<file path="config.mk">
export PLATFORM = sky130hd
export DESIGN_NAME = mem_arbiter_flat
export DESIGN_NICKNAME = d
export VERILOG_FILES = /design/src/rtl/mem_arbiter_pkg.sv /design/src/rtl/mem_arbiter_if.sv /design/src/rtl/mem_arbiter_rr_pick.sv /design/src/rtl/mem_arbiter.sv /design/src/flat_wrapper.sv
export SDC_FILE = /design/constraint.sdc
export NUM_CORES = 1
export LEC_CHECK = 0
export ABC_AREA = 0
export BUFFER_PORTS_ARGS = -buffer_cell sky130_fd_sc_hd__buf_2
export CORE_UTILIZATION = 48
export CTS_CLUSTER_SIZE = 16
export DETAILED_ROUTE_END_ITERATION = 7
export GPL_TIMING_DRIVEN = 1
export PLACE_DENSITY = 0.79
export SLEW_MARGIN = 20
export SYNTH_ARGS = -nofsm -noshare
export SYNTH_HDL_FRONTEND = slang
export SYNTH_SLANG_ARGS = --single-unit
</file>
<file path="constraint.sdc">
create_clock -name clk -period 6.7 [get_ports clk]
set_input_delay 0.335 -clock clk [delete_from_list [all_inputs] [get_ports clk]]
set_output_delay 0.335 -clock clk [all_outputs]
set_load 0.02 [all_outputs]
</file>
<file path="src/rtl/mem_arbiter_pkg.sv">
// mem_arbiter shared types.
// FSM state and request opcode enums.
package mem_arb_pkg;

    typedef enum logic {
        IDLE,
        WAIT
    } state_t;

    typedef enum logic {
        OP_RD,
        OP_WR
    } op_t;

endpackage

</file>
<file path="src/rtl/mem_arbiter_if.sv">
// Client-side and memory-side bus of the multi-port memory arbiter.
// slave = arbiter view, master = cores plus memory controller view.
interface mem_arbiter_if #(
    parameter int NUM_PORTS  = 4,
    parameter int ADDR_WIDTH = 16,
    parameter int DATA_WIDTH = 16
);

    logic [NUM_PORTS-1:0]                 c_rd_req;
    logic [NUM_PORTS-1:0]                 c_wr_req;
    logic [NUM_PORTS-1:0][ADDR_WIDTH-1:0] c_addr;
    logic [NUM_PORTS-1:0][DATA_WIDTH-1:0] c_wr_data;
    logic [NUM_PORTS-1:0]                 c_busy;
    logic [NUM_PORTS-1:0]                 c_ack;
    logic [NUM_PORTS-1:0][DATA_WIDTH-1:0] c_rd_data;

    logic                  m_rd_req;
    logic                  m_wr_req;
    logic [ADDR_WIDTH-1:0] m_addr;
    logic [DATA_WIDTH-1:0] m_wr_data;
    logic [DATA_WIDTH-1:0] m_rd_data;
    logic                  m_busy;
    logic                  m_ack;

    modport slave (
        input  c_rd_req, c_wr_req, c_addr, c_wr_data,
        output c_busy, c_ack, c_rd_data,
        output m_rd_req, m_wr_req, m_addr, m_wr_data,
        input  m_rd_data, m_busy, m_ack
    );

    modport master (
        output c_rd_req, c_wr_req, c_addr, c_wr_data,
        input  c_busy, c_ack, c_rd_data,
        input  m_rd_req, m_wr_req, m_addr, m_wr_data,
        output m_rd_data, m_busy, m_ack
    );

endinterface

</file>
<file path="src/rtl/mem_arbiter_rr_pick.sv">
// Round-robin picker: first pending port at or after ptr, with wrap.
// Purely combinational.
module rr_pick #(
    parameter  int NUM_PORTS = 4,
    localparam int IW        = $clog2(NUM_PORTS)
) (
    input  logic [NUM_PORTS-1:0] pend,
    input  logic [IW-1:0]        ptr,
    output logic [IW-1:0]        grant,
    output logic                 valid
);

    localparam int SW = IW + 1;

    // Scan from farthest to nearest so the nearest hit wins.
    always_comb begin : scan
        logic [SW-1:0] idx;
        grant = '0;
        valid = 1'b0;
        idx   = '0;
        for (int k = NUM_PORTS - 1; k >= 0; k--) begin
            idx = {1'b0, ptr} + SW'(k);
            if (idx >= SW'(NUM_PORTS))
                idx = idx - SW'(NUM_PORTS);
            if (pend[idx[IW-1:0]]) begin
                grant = idx[IW-1:0];
                valid = 1'b1;
            end
        end
    end

endmodule

</file>
<file path="src/rtl/mem_arbiter.sv">
// Round-robin arbiter sharing one delayed memory among NUM_PORTS cores.
// One buffered request per port, one transaction in flight at a time.
module mem_arbiter #(
    parameter int NUM_PORTS  = 4,
    parameter int ADDR_WIDTH = 16,
    parameter int DATA_WIDTH = 16
) (
    input logic          clk,
    input logic          rst,
    mem_arbiter_if.slave bus
);

    import mem_arb_pkg::*;

    localparam int IW = $clog2(NUM_PORTS);

    state_t state, state_nx;

    logic [NUM_PORTS-1:0]                 pend;
    op_t                                  op_q [NUM_PORTS];
    logic [NUM_PORTS-1:0][ADDR_WIDTH-1:0] addr_q;
    logic [NUM_PORTS-1:0][DATA_WIDTH-1:0] wdata_q;

    logic [IW-1:0]        rr_ptr;
    logic [IW-1:0]        g_q;
    logic [IW-1:0]        pick;
    logic                 pick_vld;
    logic                 issue;
    logic                 done;
    logic [NUM_PORTS-1:0] clr;
    logic [NUM_PORTS-1:0] take;

    rr_pick #(.NUM_PORTS(NUM_PORTS)) u_pick (
        .pend  (pend),
        .ptr   (rr_ptr),
        .grant (pick),
        .valid (pick_vld)
    );

    always_comb begin
        state_nx = state;
        issue    = 1'b0;
        done     = 1'b0;
        unique case (state)
            IDLE: if (pick_vld && !bus.m_busy) begin
                issue    = 1'b1;
                state_nx = WAIT;
            end
            WAIT: if (bus.m_ack) begin
                done     = 1'b1;
                state_nx = IDLE;
            end
            default: state_nx = IDLE;
        endcase
    end

    // A port may re-request on the edge its slot is freed.
    always_comb begin
        clr = '0;
        if (done)
            clr[g_q] = 1'b1;
        take = (bus.c_rd_req | bus.c_wr_req) & (~pend | clr);
    end

    assign bus.c_busy = pend;

    always_ff @(posedge clk or posedge rst) begin
        if (rst) begin
            pend    <= '0;
            addr_q  <= '0;
            wdata_q <= '0;
            for (int i = 0; i < NUM_PORTS; i++)
                op_q[i] <= OP_RD;
        end else begin
            pend <= (pend & ~clr) | take;
            for (int i = 0; i < NUM_PORTS; i++) begin
                if (take[i]) begin
                    op_q[i]    <= bus.c_wr_req[i] ? OP_WR : OP_RD;
                    addr_q[i]  <= bus.c_addr[i];
                    wdata_q[i] <= bus.c_wr_data[i];
                end
            end
        end
    end

    always_ff @(posedge clk or posedge rst) begin
        if (rst) begin
            state         <= IDLE;
            rr_ptr        <= '0;
            g_q           <= '0;
            bus.m_rd_req  <= 1'b0;
            bus.m_wr_req  <= 1'b0;
            bus.m_addr    <= '0;
            bus.m_wr_data <= '0;
            bus.c_ack     <= '0;
            bus.c_rd_data <= '0;
        end else begin
            state        <= state_nx;
            bus.m_rd_req <= issue && (op_q[pick] == OP_RD);
            bus.m_wr_req <= issue && (op_q[pick] == OP_WR);
            bus.c_ack    <= clr;
            if (issue) begin
                g_q           <= pick;
                bus.m_addr    <= addr_q[pick];
                bus.m_wr_data <= wdata_q[pick];
            end
            if (done) begin
                rr_ptr <= (g_q == IW'(NUM_PORTS - 1)) ? '0 : g_q + 1'b1;
                bus.c_rd_data[g_q] <= (op_q[g_q] == OP_WR) ? '0 : bus.m_rd_data;
            end
        end
    end

endmodule

</file>
<file path="src/flat_wrapper.sv">
// flat-port wrapper written by rule: the top's interface ports become plain ports
module mem_arbiter_flat import mem_arb_pkg::*;
#(
    parameter int NUM_PORTS  = 4,
    parameter int ADDR_WIDTH = 16,
    parameter int DATA_WIDTH = 16
)
  (clk, rst, bus_c_rd_req, bus_c_wr_req, bus_c_addr, bus_c_wr_data, bus_c_busy, bus_c_ack, bus_c_rd_data, bus_m_rd_req, bus_m_wr_req, bus_m_addr, bus_m_wr_data, bus_m_rd_data, bus_m_busy, bus_m_ack);
  mem_arbiter_if #(.NUM_PORTS(NUM_PORTS), .ADDR_WIDTH(ADDR_WIDTH), .DATA_WIDTH(DATA_WIDTH)) bus_i ();
  input logic clk;
  input logic rst;
  input wire logic [$bits(bus_i.c_rd_req)-1:0] bus_c_rd_req;
  input wire logic [$bits(bus_i.c_wr_req)-1:0] bus_c_wr_req;
  input wire logic [$bits(bus_i.c_addr)-1:0] bus_c_addr;
  input wire logic [$bits(bus_i.c_wr_data)-1:0] bus_c_wr_data;
  output wire logic [$bits(bus_i.c_busy)-1:0] bus_c_busy;
  output wire logic [$bits(bus_i.c_ack)-1:0] bus_c_ack;
  output wire logic [$bits(bus_i.c_rd_data)-1:0] bus_c_rd_data;
  output wire logic [$bits(bus_i.m_rd_req)-1:0] bus_m_rd_req;
  output wire logic [$bits(bus_i.m_wr_req)-1:0] bus_m_wr_req;
  output wire logic [$bits(bus_i.m_addr)-1:0] bus_m_addr;
  output wire logic [$bits(bus_i.m_wr_data)-1:0] bus_m_wr_data;
  input wire logic [$bits(bus_i.m_rd_data)-1:0] bus_m_rd_data;
  input wire logic [$bits(bus_i.m_busy)-1:0] bus_m_busy;
  input wire logic [$bits(bus_i.m_ack)-1:0] bus_m_ack;
  assign bus_i.c_rd_req = bus_c_rd_req;
  assign bus_i.c_wr_req = bus_c_wr_req;
  assign bus_i.c_addr = bus_c_addr;
  assign bus_i.c_wr_data = bus_c_wr_data;
  assign bus_c_busy = bus_i.c_busy;
  assign bus_c_ack = bus_i.c_ack;
  assign bus_c_rd_data = bus_i.c_rd_data;
  assign bus_m_rd_req = bus_i.m_rd_req;
  assign bus_m_wr_req = bus_i.m_wr_req;
  assign bus_m_addr = bus_i.m_addr;
  assign bus_m_wr_data = bus_i.m_wr_data;
  assign bus_i.m_rd_data = bus_m_rd_data;
  assign bus_i.m_busy = bus_m_busy;
  assign bus_i.m_ack = bus_m_ack;
  mem_arbiter #(.NUM_PORTS(NUM_PORTS), .ADDR_WIDTH(ADDR_WIDTH), .DATA_WIDTH(DATA_WIDTH)) u_core (.clk(clk), .rst(rst), .bus(bus_i));
endmodule
</file>
== Yosys cells after proc, flatten, opt, wreduce, memory -nomap -nowiden ==
Cells that the tools add are included.
Storage, ports and cells
  output and inout port bits: 106
  bits in registers: 243
  word-level logic and storage cells: 111
  input bits: 156
Cells by class
  bitwise logic cells: 11
  magnitude comparators: 13
  equal/unequal tests: 1
  add/subtract/negate cells: 8
  mux-type cells: 48
  reductions and logical operators: 5
Operators with widths (count)
  binary-select mux 16 bit (select 2 bit): 2
  bitwise mux 64 bit: 1
  2-to-1 mux 16 bit: 4
  demux 16 bit (select 2 bit): 1
  2-to-1 mux 1 bit: 22
  < comparator 2 x 3 -> 1 bit (second input constant): 6
  2-to-1 mux 2 bit: 9
  greater-or-equal comparator 3 bit (second input constant): 5
  binary-select mux 1 bit (select 2 bit): 6
  OR 4 bit: 3
  bitwise AND 4 bit: 2
  inverter 4 bit: 2
  subtractor 2 x 1 -> 2 bit (second input constant): 4
  adder 2 x 2 -> 3 bit (second input constant): 2
  inverter 2 -> 3 bit: 2
  logical AND 1 bit: 4
  2-to-1 mux 4 bit: 1
  adder 2 x 1 -> 3 bit (second input constant): 1
  greater-or-equal comparator 2 x 3 -> 1 bit (second input constant): 1
  adder 2 x 1 -> 2 bit (second input constant): 1
  demux 1 bit (select 2 bit): 1
  == test 2 bit (second input constant): 1
  greater-or-equal comparator 2 x 1 -> 1 bit (second input constant): 1
  inverter 1 bit: 2
  2 further kinds: 2

== Depth between registers and ports, before layout ==
Gate-level depths: netlist (run 1).
  word-level depth: 15
  mapped depth: 7
  gate-level depth less buffers: 6

== Hierarchy ==
A second synthesis (run 1) with hierarchy kept.
Unflattened totals
  cell total of the unflattened synthesis: 689
  area, all modules: 10068.4 sq um
Modules (own cells, without submodules)
  mem_arbiter: cells an instance 676, seq. area each 6080.8 sq um, instances 1, area an instance 9990.8 sq um
  rr_pick: cells an instance 13, seq. area each 0.0 sq um, instances 1, area an instance 77.6 sq um

== Least setup slack after synthesis (run 1) ==
OpenSTA, ideal clock, no wires.
  path type: register to register
  start point: register u_core.g_q[0]
  end point: register u_core.addr_q[32] (netlist bit)
  period minus slack after synthesis: 1.870 ns
  buffers on the path: 1
  required time: 6.575 ns
  arrival time: 1.745 ns
  slack: 4.830 ns
  library setup time: 0.125 ns
  stages on the path, launching flop included: 7
  cells stage by stage: dfrtp_1 > inv_1 > ha_1 > nand3_1 > a21oi_1 > buf_2 > mux2_2
Between the ends
  cells in the longest elaborated chain, start to end: 7
  elaborated cells on any way between the ends: 8
  classes of those cells: 2 x order compare; 3 x mux; 2 x bitwise; 1 x reduce/logical
Ends and longest elaborated chain
  start: declaration: RTL line mem_arbiter.sv:25  | logic [IW-1:0] g_q;
  start signal: assignment: RTL line mem_arbiter.sv:103  | g_q <= pick;
  < comparator 2 x 3 -> 1 bit (implied by the code) or greater-or-equal comparator 2 x 1 -> 1 bit (tied branches): RTL line mem_arbiter.sv:61  | clr[g_q] = 1'b1;
  logical AND 1 bit (implied by the code): RTL line mem_arbiter.sv:61
  2-to-1 mux 1 bit (implied by the code): RTL line mem_arbiter.sv:61
  demux 1 bit (select 2 bit) *
  2-to-1 mux 4 bit *: RTL line mem_arbiter.sv:60  | if (done)
  OR 4 bit *: RTL line mem_arbiter.sv:62  | take = (bus.c_rd_req | bus.c_wr_req) & (~pend | clr);
  bitwise AND 4 bit *: RTL line mem_arbiter.sv:62
  end signal: indexed assignment: RTL line mem_arbiter.sv:79  | addr_q[i] <= bus.c_addr[i];
  end: declaration: RTL line mem_arbiter.sv:21  | logic [NUM_PORTS-1:0][ADDR_WIDTH-1:0] addr_q;
Every way passes the cells marked *; elsewhere a longest branch is shown, timed or not.
A chain may end at the register's enable or synchronous reset.

== Worst setup path after layout (run 1) ==
  start point: register u_core.pend[0] (netlist: u_core.bus.c_busy[0])
  end point: register u_core.bus.m_addr[11]
Between the ends
  cells in the longest elaborated chain, start to end: 9
  elaborated cells on any way between the ends: 21
  classes of those cells: 20 x mux; 1 x reduce/logical
Ends and longest elaborated chain
  start: declaration: RTL line mem_arbiter.sv:19  | logic [NUM_PORTS-1:0] pend;
  start signal: assignment: RTL line mem_arbiter.sv:75  | pend <= (pend & ~clr) | take;
  binary-select mux 1 bit (select 2 bit): RTL line mem_arbiter_rr_pick.sv:25  | if (pend[idx[IW-1:0]]) begin
  2-to-1 mux 1 bit (implied by the code): RTL line mem_arbiter_rr_pick.sv:25
  2-to-1 mux 1 bit (4 in a row): RTL line mem_arbiter_rr_pick.sv:25
  logical AND 1 bit: RTL line mem_arbiter.sv:45  | IDLE: if (pick_vld && !bus.m_busy) begin
  2-to-1 mux 1 bit: RTL line mem_arbiter.sv:45
  2-to-1 mux 1 bit: RTL line mem_arbiter.sv:44  | unique case (state)
  end signal: assignment: RTL line mem_arbiter.sv:104  | bus.m_addr <= addr_q[pick];
  end: declaration: RTL line mem_arbiter_if.sv:28  | output m_rd_req, m_wr_req, m_addr, m_wr_data,
Several ways; a longest one is shown, not always the timed one. The select of a mux whose other input is x is not followed.

==> results.yml, run 1 <==
timing:
  period_share_pct: 41.59
  fin_setup_tns_ns: 0
  period_minus_slack_ns: 2.786
  hold-worst-slack_ns: 0.02613
  slew_headroom_pct: 44.41
  finClkSkew_ns: 0.01461
  hold_viol: 0
  rsz0062_at_grt: "no"
  setup_viol: 0
  max_freq_mhz: 358.9
  drv_slew: 0
  max_slew.worst_pin.slew_ns: 0.8339
cts:
  cts.sinks: 243
  clockBufferDepth: 3
  cts_buffers: 26
  htree_levels: 1
  cts.clk_slew.worst_paths_ns: 0.06
  cts_tree: "built"
  insertion_delay_ns: 0.52
  cts-resized-gates: 0
  cts-root-buf: "clkbuf_16"
setup_path:
  cp-end-kind: "flip-flop"
  path_max_fanout: 39
  arrival_ns: 3.17
  criticalPathCategory: "flip-flop to flip-flop"
  start_kind: "flip-flop"
  endpoint: "u_core.bus.m_addr[11]$_DFFE_PP0P_"
  critical_path_required_ns: 7.08
  reg2regPathDepth: 6
  crit_path_start: "u_core.bus.c_busy[0]$_DFF_PP0_"
  r2r-start: "u_core.bus.c_busy[0]$_DFF_PP0_"
  regToRegEndpoint: "u_core.bus.m_addr[11]$_DFFE_PP0P_"
  r2r_slack_ns: 3.91
synthesis:
  ys_types: 28
  synth.ff_latch_count: 243
  netlist_area_sq_mm: 0.009834
  syn_inst: 760
  async_flop_share_pct: 100.0
  ys.flop_type: "dfrtp_1"
  avgSynthCellArea_sq_um: 12.94
  synth_nets: 920
  synth_edf_count: 0
  ys_seq_area_share_pct: 61.83
  yosysWarnings: 0
cells_and_area:
  area_growth_pct: 25.52
  drive_above_1_share_pct: 42.58
  final_common_cell: "buf_2"
  fin_nets: 1182
  n_fill_cell: 1604
  mostFrequentLayoutCells: "buf_2, dfrtp_1, nand2_1, mux2_2, mux2i_1"
  fin_cells: 1308
floorplanning:
  initial_core_util_pct: 49.72
  io_pins: 262
  die-area_sq_mm: 0.02106
  rows: 51
  die_h_um: 145.1
  core_area_sq_mm: 0.01978
  die_x_um: 145.1
detailed_routing:
  avgViaCountPerCell: 5.331
  drt-pass1-iter-count: 4
  drt-initial-drc-count: 345
  wl_um: 24890
  detail-route-antenna-nets: 0
  drc_errors: 0
  vias: 6973
  wl_per_cell_um: 19.03
global_route:
  grt_max_degree: 69
  grt_pass1_vias: 7465
  grt_usage_pct: 23.89
  antenna_found_initial: 7
  globalRoute.totalOverflow: 0
  grt_pass1_wl_um: 39800
flow_run:
  maxCapViolCount: 0
placement:
  dp_hpwl_um: 16950
  place.port_buffers: 261
  placedCellCount: 1258
  place_congestion: 0.7987
pwr:
  p_total_w: 0.006163
  power_density_mw_per_mm2: 499.3
  ir_worst_vdd_mv: 0.2608
  total_leakage_power_nw: 6.112
min_path:
  hp-class: "primary input to flip-flop"
outcome:
  outcome: "finished clean"
registers in the layout, indices dropped and copies added (netlist names):
name                  flops
u_core.bus.c_busy         4
u_core.bus.m_rd_req       1
u_core.bus.m_wr_req       1
u_core.bus.m_addr        16
u_core.addr_q            64
u_core.op_q               4
u_core.rr_ptr             2
u_core.bus.c_rd_data     64
u_core.bus.c_ack          4
u_core.g_q                2
u_core.wdata_q           64
u_core.state              1
u_core.bus.m_wr_data     16
critical path, stage by stage (launching register included):
cell and delay [ns]:
dfrtp_1 0.50, or3b_1 0.43, o221ai_4 0.08, buf_4 0.46, buf_4 0.65, mux2i_1 0.31, o221ai_1 0.16
worst min path at each step:
stage,depth (start not counted),end,start,slack [ns]
floorplan,2,u_core.bus.c_busy[0]$_DFF_PP0_,bus_c_rd_req[0],0.45
global placement,2,u_core.bus.c_busy[3]$_DFF_PP0_,rst,0.27
detailed placement,2,u_core.bus.c_rd_data[30]$_DFFE_PP0P_,rst,0.28
CTS,2,u_core.addr_q[40]$_DFFE_PP0P_,bus_c_addr[40],0.01
global route,2,u_core.addr_q[37]$_DFFE_PP0P_,bus_c_addr[37],0.01
finish,2,u_core.addr_q[40]$_DFFE_PP0P_,bus_c_addr[40],0.03
stage by stage:
stage	cell area, sq um	utilization, %	worst slack [ns]
floorplan	9838	-	3.175
CTS	12330	62.32	3.691
global placement	11450	57.87	3.846
global route	12340	62.38	3.785
finish	12340	62.40	3.914
detailed placement	11450	57.89	3.748
cell usage after synthesis, types with 2 or more instances:
cell	number	area [sq um]
mux2i_1	68	680.7
clkbuf_1	22	82.58
nor2_1	6	22.52
o21ai_1	2	10.01
mux2_2	115	1295
o21ai_0	65	325.3
nand3_1	4	20.02
inv_1	10	37.54
buf_2	19	95.09
nand2_1	130	488.0
dfrtp_1	243	6081
ha_1	4	50.05
a22o_1	4	35.03
a21oi_1	6	30.03
buf_6	3	33.78
mux2_1	16	180.2
o221ai_1	32	280.3
what timing repair did:
action / 4_1_cts / 5_1_grt
hold buffers: 1 / 0
setup buffers: 0 / 0
endpoints found under the hold margin: 8 / 0
endpoints found under the setup margin: 0 / 0
per-layer routing:
layer / vias up / routed length [um] / global-route usage [%]
met3: 59 / 1809 / 6.667
met2: 259 / 12050 / 40.43
li1: 3211 / - / -
met4: 6 / 766 / 8.368
met1: 3438 / 10230 / 29.27
met5: - / 38 / 0
cell families after synthesis:
| family | synth area share (%) |
|---|---|
| AOI/OAI and AO/OA | 7.456 |
| adders and majority gates | 0.5089 |
| buffers and inverters | 2.608 |
| DFF | 61.83 |
| muxes | 21.92 |
| and+or+nand+nor | 5.674 |
area by class of cell:
cell class	instances	area, sq um	area share (%)
Tap cell	265	331.6	2.686
Clock buffer	37	762.0	6.173
Inverter	10	41.29	0.3345
Timing Repair Buffer	279	1444	11.70
Antenna cell	5	12.51	0.1014
Multi-Input combinational cell	462	3570	28.92
Clock inverter	7	102.6	0.8311
Sequential cell	243	6081	49.26
power by group:
part,switching (W),internal [W]
logic,0.00123,0.000972
registers,0.000389,0.00214
clock network,0.000571,0.000864
total,0.00219,0.00398
Power figures use the tool's default switching activity.
==> run 2, diff against run 1 <==
Settings changed: CORE_UTILIZATION 48 to 53, PLACE_DENSITY 0.79 to 0.82.
Clock period 6.7 ns to 2.85 ns, I/O delays scaled along.
==> results.yml, run 2 (synthesis results as in run 1) <==
outcome:
  outcome: "finished with violations"
  violations: "DRC"
placement:
  dp_hpwl_um: 16380
  placedCellCount: 1222
  place.port_buffers: 261
  pre_cts_ws_ns: 0.7680
  place_congestion: 0.7921
setup_path:
  critical_path_required_ns: 3.24
  max_stage_delay_ns: 0.56
  cp_top_family: "buffers and inverters"
  cp-end-kind: "flip-flop"
  cp_slowest_cell: "dlygate4sd3_1"
  path_max_fanout: 34
  r2r-start: "u_core.g_q[0]$_DFFE_PP0P_"
  criticalPathCategory: "flip-flop to flip-flop"
  crit_path_start: "u_core.g_q[0]$_DFFE_PP0P_"
  cp_num_buf_inv: 3
  start_kind: "flip-flop"
  cp_cell_sequence: "inv_1 -> ha_1 -> nand3_1 -> buf_4 -> nand2_1 -> a22o_1 -> dlygate4sd3_1"
  arrival_ns: 2.71
detailed_routing:
  vias: 7803
  drc_errors: 40
  wl_per_cell_um: 20.39
  drt-initial-drc-count: 498
  wl_um: 29040
  avgViaCountPerCell: 5.480
  detail-route-antenna-nets: 0
  drt-pass1-iter-count: 6
pwr:
  p_int_w: 0.009478
  comb_power_share_pct: 37.6
  ir_worst_vdd_mv: 0.8148
  p_total_w: 0.01492
  total_leakage_power_nw: 6.750
  clock_power_share_pct: 22.0
  power_density_mw_per_mm2: 1077
  switching_share_pct: 36.48
  pwr-share-seq_pct: 40.4
  power.net_switching_w: 0.005443
cells_and_area:
  reg.largest.list: "u_core.addr_q: 64 flops, u_core.bus.c_rd_data: 64 flops, u_core.wdata_q: 64 flops"
  mostFrequentLayoutCells: "buf_2, dfrtp_1, dlygate4sd3_1, nand2_1, mux2_2"
  drive_above_1_share_pct: 36.52
  utilization_pct: 76.61
  fin_cells: 1424
  n_fill_cell: 1089
  fin_nets: 1336
  area_growth_pct: 40.89
  final_common_cell: "buf_2"
floorplanning:
  core_area_sq_mm: 0.01809
  die_x_um: 138.2
  die_h_um: 138.2
  initial_core_util_pct: 54.38
  die-area_sq_mm: 0.01910
  io_pins: 262
  rows: 49
timing:
  setup_viol: 0
  period_share_pct: 81.34
  period_minus_slack_ns: 2.318
  fin_setup_tns_ns: 0
  slew_headroom_pct: 60.83
  fin_ws_ns: 0.5317
  drv_slew: 0
  rsz0062_at_grt: "no"
  hold_viol: 0
  finClkSkew_ns: 0.008363
  max_freq_mhz: 431.3
  max_slew.worst_pin.slew_ns: 0.5875
min_path:
  min_from: "bus_m_rd_data[4]"
  hp-class: "primary input to flip-flop"
global_route:
  antenna_found_initial: 1
  grt_usage_pct: 31.39
  grt_max_degree: 106
  globalRoute.totalOverflow: 0
  grt_pass1_vias: 8524
  grt_pass1_wl_um: 46730
cts:
  clockBufferDepth: 3
  cts-root-buf: "clkbuf_16"
  cts-resized-gates: 0
  cts.clk_slew.worst_paths_ns: 0.06
  cts_setup_buffers: 0
  cts.sinks: 243
  htree_levels: 1
  insertion_delay_ns: 0.51
  cts_buffers: 25
  cts_tree: "built"
flow_run:
  maxCapViolCount: 0
-- run 2: final timing paths --
kind	end	slack [ns]	cells after the start
setup / recovery	u_core.op_q[3]$_DFFE_PP0P_	0.53	7
hold / removal	u_core.bus.c_rd_data[36]$_DFFE_PP0P_	0.02	3
setup reg to reg	u_core.op_q[3]$_DFFE_PP0P_	0.53	7
hold reg to reg	u_core.bus.c_rd_data[40]$_DFFE_PP0P_	0.48	2
max in group asynchronous	u_core.wdata_q[58]$_DFFE_PP0P_	1.98	4
min in group asynchronous	u_core.bus.c_rd_data[45]$_DFFE_PP0P_	0.36	4
-- run 2: cell type report --
class,count,area (sq um),share of cell area (%)
timing repair buffer,434,3070,22.16
tap,229,286.5,2.068
inverter,10,41.29,0.2980
clock inverter,6,85.08,0.6141
antenna,1,2.502,0.01806
multi-input combinational,462,3561,25.70
clock buffer,39,728.2,5.256
sequential,243,6081,43.89
-- run 2: repair_timing --
item | in CTS | in global routing
endpoints found under the hold margin | 430 | 0
endpoints found under the setup margin | 0 | 0
hold buffers | 156 | 0
-- run 2: worst min-delay path, cell delays in order --
cell and delay, ns:
buf_2 0.09, nand2_1 0.14, o21ai_0 0.10
-- run 2: power by group through the flow --
| stage | clock, W | sequential, W | combinational [W] |
|---|---|---|---|
| floorplan | 0 | 0.00646 | 0.00305 |
| global placement | 0 | 0.00586 | 0.00506 |
| detailed placement | 0 | 0.00595 | 0.00524 |
| CTS | 0.00329 | 0.00591 | 0.00549 |
| global route | 0.00347 | 0.00619 | 0.00605 |
| finish | 0.00328 | 0.00602 | 0.00562 |
-- run 2: metal layers --
layer / track usage [%] / up-vias / share of wire (%)
met2: 55.69 / 313 / 52
met3: 6.547 / 70 / 6.0
met1: 37.85 / 3919 / 39
met4: 11.65 / 0 / 3.0
li1: - / 3501 / -
met5: 0 / - / 0
-- run 2: per-stage QoR --
step	hold slack (ns)	cell area [sq um]
detailed placement	0.3459	11480
global placement	0.3466	11480
CTS	0.003667	13850
finish	0.01840	13860
global route	0.04211	13860
floorplan	0.2541	9838
==> run 3, diff against run 2 <==
Settings changed: CORE_UTILIZATION 53 to 48, PLACE_DENSITY 0.82 to 0.79.
Clock period 2.85 ns to 2 ns, I/O delays scaled along.
==> results.yml, run 3 (synthesis results as in run 1) <==
floorplanning:
  die-area_sq_mm: 0.02106
  core_area_sq_mm: 0.01978
  die_x_um: 145.1
  io_pins: 262
  die_h_um: 145.1
  initial_core_util_pct: 49.72
  rows: 51
global_route:
  globalRoute.totalOverflow: 0
  grt_usage_pct: 27.19
  grt_pass1_vias: 8447
  grt_max_degree: 77
  antenna_found_initial: 1
  grt_pass1_wl_um: 45240
setup_path:
  r2r-start: "u_core.rr_ptr[1]$_DFFE_PP0P_"
  arrival_ns: 2.35
  crit_path_start: "u_core.rr_ptr[1]$_DFFE_PP0P_"
  start_kind: "flip-flop"
  cp-end-kind: "flip-flop"
  criticalPathCategory: "flip-flop to flip-flop"
  path_max_fanout: 16
  critical_path_required_ns: 2.38
cells_and_area:
  n_fill_cell: 1325
  drive_above_1_share_pct: 37.55
  fin_nets: 1345
  regArea_sq_mm: 0.006082
  final_common_cell: "buf_2"
  mostFrequentLayoutCells: "buf_2, dfrtp_1, dlygate4sd3_1, nand2_1, mux2_2"
  reg.largest.list: "u_core.addr_q: 64 flops, u_core.bus.c_rd_data: 64 flops, u_core.wdata_q: 64 flops"
  multiInputGateArea_sq_mm: 0.003567
  utilization_pct: 71.13
  fin_cells: 1467
  stdcell_area_sq_mm: 0.01407
  area_growth_pct: 43.07
timing:
  setup_viol: 0
  period_share_pct: 98.51
  max_slew.worst_pin.slew_ns: 0.5400
  hold-worst-slack_ns: 0.02369
  period_minus_slack_ns: 1.970
  finClkSkew_ns: 0.01094
  max_freq_mhz: 507.5
  slew_headroom_pct: 63.93
  drv_slew: 0
  hold_viol: 0
placement:
  place_area_sq_mm: 0.01168
  place_congestion: 0.8518
  dp_hpwl_um: 17000
  placedCellCount: 1266
  place.port_buffers: 261
detailed_routing:
  wl_per_cell_um: 19.87
  avgViaCountPerCell: 5.334
  vias: 7825
  drc_errors: 0
  drt-pass1-iter-count: 4
  wl_um: 29160
  detail-route-antenna-nets: 0
  drt-initial-drc-count: 319
pwr:
  ir_worst_vdd_mv: 1.037
  total_leakage_power_nw: 6.849
  power_density_mw_per_mm2: 1526
min_path:
  hp-class: "primary input to flip-flop"
  min_from: "bus_m_rd_data[4]"
cts:
  htree_levels: 1
  cts.clk_slew.worst_paths_ns: 0.06
  clockBufferDepth: 3
  cts_tree: "built"
  cts_buffers: 25
  insertion_delay_ns: 0.52
  cts-root-buf: "clkbuf_16"
  cts.sinks: 243
outcome:
  outcome: "finished clean"
flow_run:
  maxCapViolCount: 0
## run 3: cell types whose count changed in the layout (fill, tap and decap cells not counted), sizes merged
| cell | previous run | this run |
|---|---|---|
| buf | 278 | 289 |
| dlygate4sd3 | 156 | 152 |
| clkbuf | 39 | 36 |
| clkinv | 2 | 5 |
| clkinvlp | 3 | 1 |
| inv | 9 | 11 |
## run 3: layer usage
metal	global-route usage (%)	vias to the layer above	routed length, um
met3	5.220	69	1614
met2	47.76	315	14860
li1	-	3517	-
met5	0	-	0
met1	32.98	3924	11720
met4	10.53	0	969
## run 3: repair_timing
| item | CTS | global route |
|---|---|---|
| setup endpoints to repair | 0 | 10 |
| hold buffers | 152 | 0 |
| setup buffers | 0 | 3 |
| resized for setup | 0 | 3 |
| endpoints found under the hold margin | 206 | 0 |
## run 3: area by class of cell
cell class / instances / area share (%)
inverters: 10 / 0.2935
multi-input cells: 462 / 25.35
diodes: 1 / 0.01779
clock inverters: 9 / 0.7292
repair buffers: 443 / 23.19
clock buffers: 34 / 4.829
well taps: 265 / 2.357
flip-flops and latches: 243 / 43.23
## run 3: path summary, 6_finish.rpt
path                            slack, ns                              endpoint  cells after the start
worst max-delay path                 0.03   u_core.bus.m_wr_data[4]$_DFFE_PP0P_                      6
worst min-delay path                 0.02   u_core.bus.c_rd_data[4]$_DFFE_PP0P_                      3
worst max register to register       0.03   u_core.bus.m_wr_data[4]$_DFFE_PP0P_                      6
worst min register to register       0.48  u_core.bus.c_rd_data[19]$_DFFE_PP0P_                      2
max in group asynchronous            1.05        u_core.wdata_q[53]$_DFFE_PP0P_                      4
min in group asynchronous            0.18         u_core.addr_q[15]$_DFFE_PP0P_                      3
## run 3: critical path: stages (launching register included)
cell and delay, ns:
dfrtp_2 0.43, mux2_4 0.32, o221ai_4 0.29, buf_4 0.19, clkbuf_16 0.20, mux2i_1 0.25, o221ai_1 0.15
## run 3: report_power, final
part / internal [W] / total, W / switching [W]
Clock: 0.00264 / 0.00457 / 0.00194
Sequential: 0.00717 / 0.00855 / 0.00137
Combinational: 0.00387 / 0.00836 / 0.00448
## run 3: stage by stage
step	power, W	setup TNS (ns)	setup WS, ns
6_report	0.02147	0	0.02973
5_1_grt	0.02251	-0.008412	-0.008285
4_1_cts	0.02098	0	0.006512
3_5_place_dp	0.01614	0	0.04194
3_3_place_gp	0.01578	0	0.1051
2_1_floorplan	0.01355	-313.42	-1.290
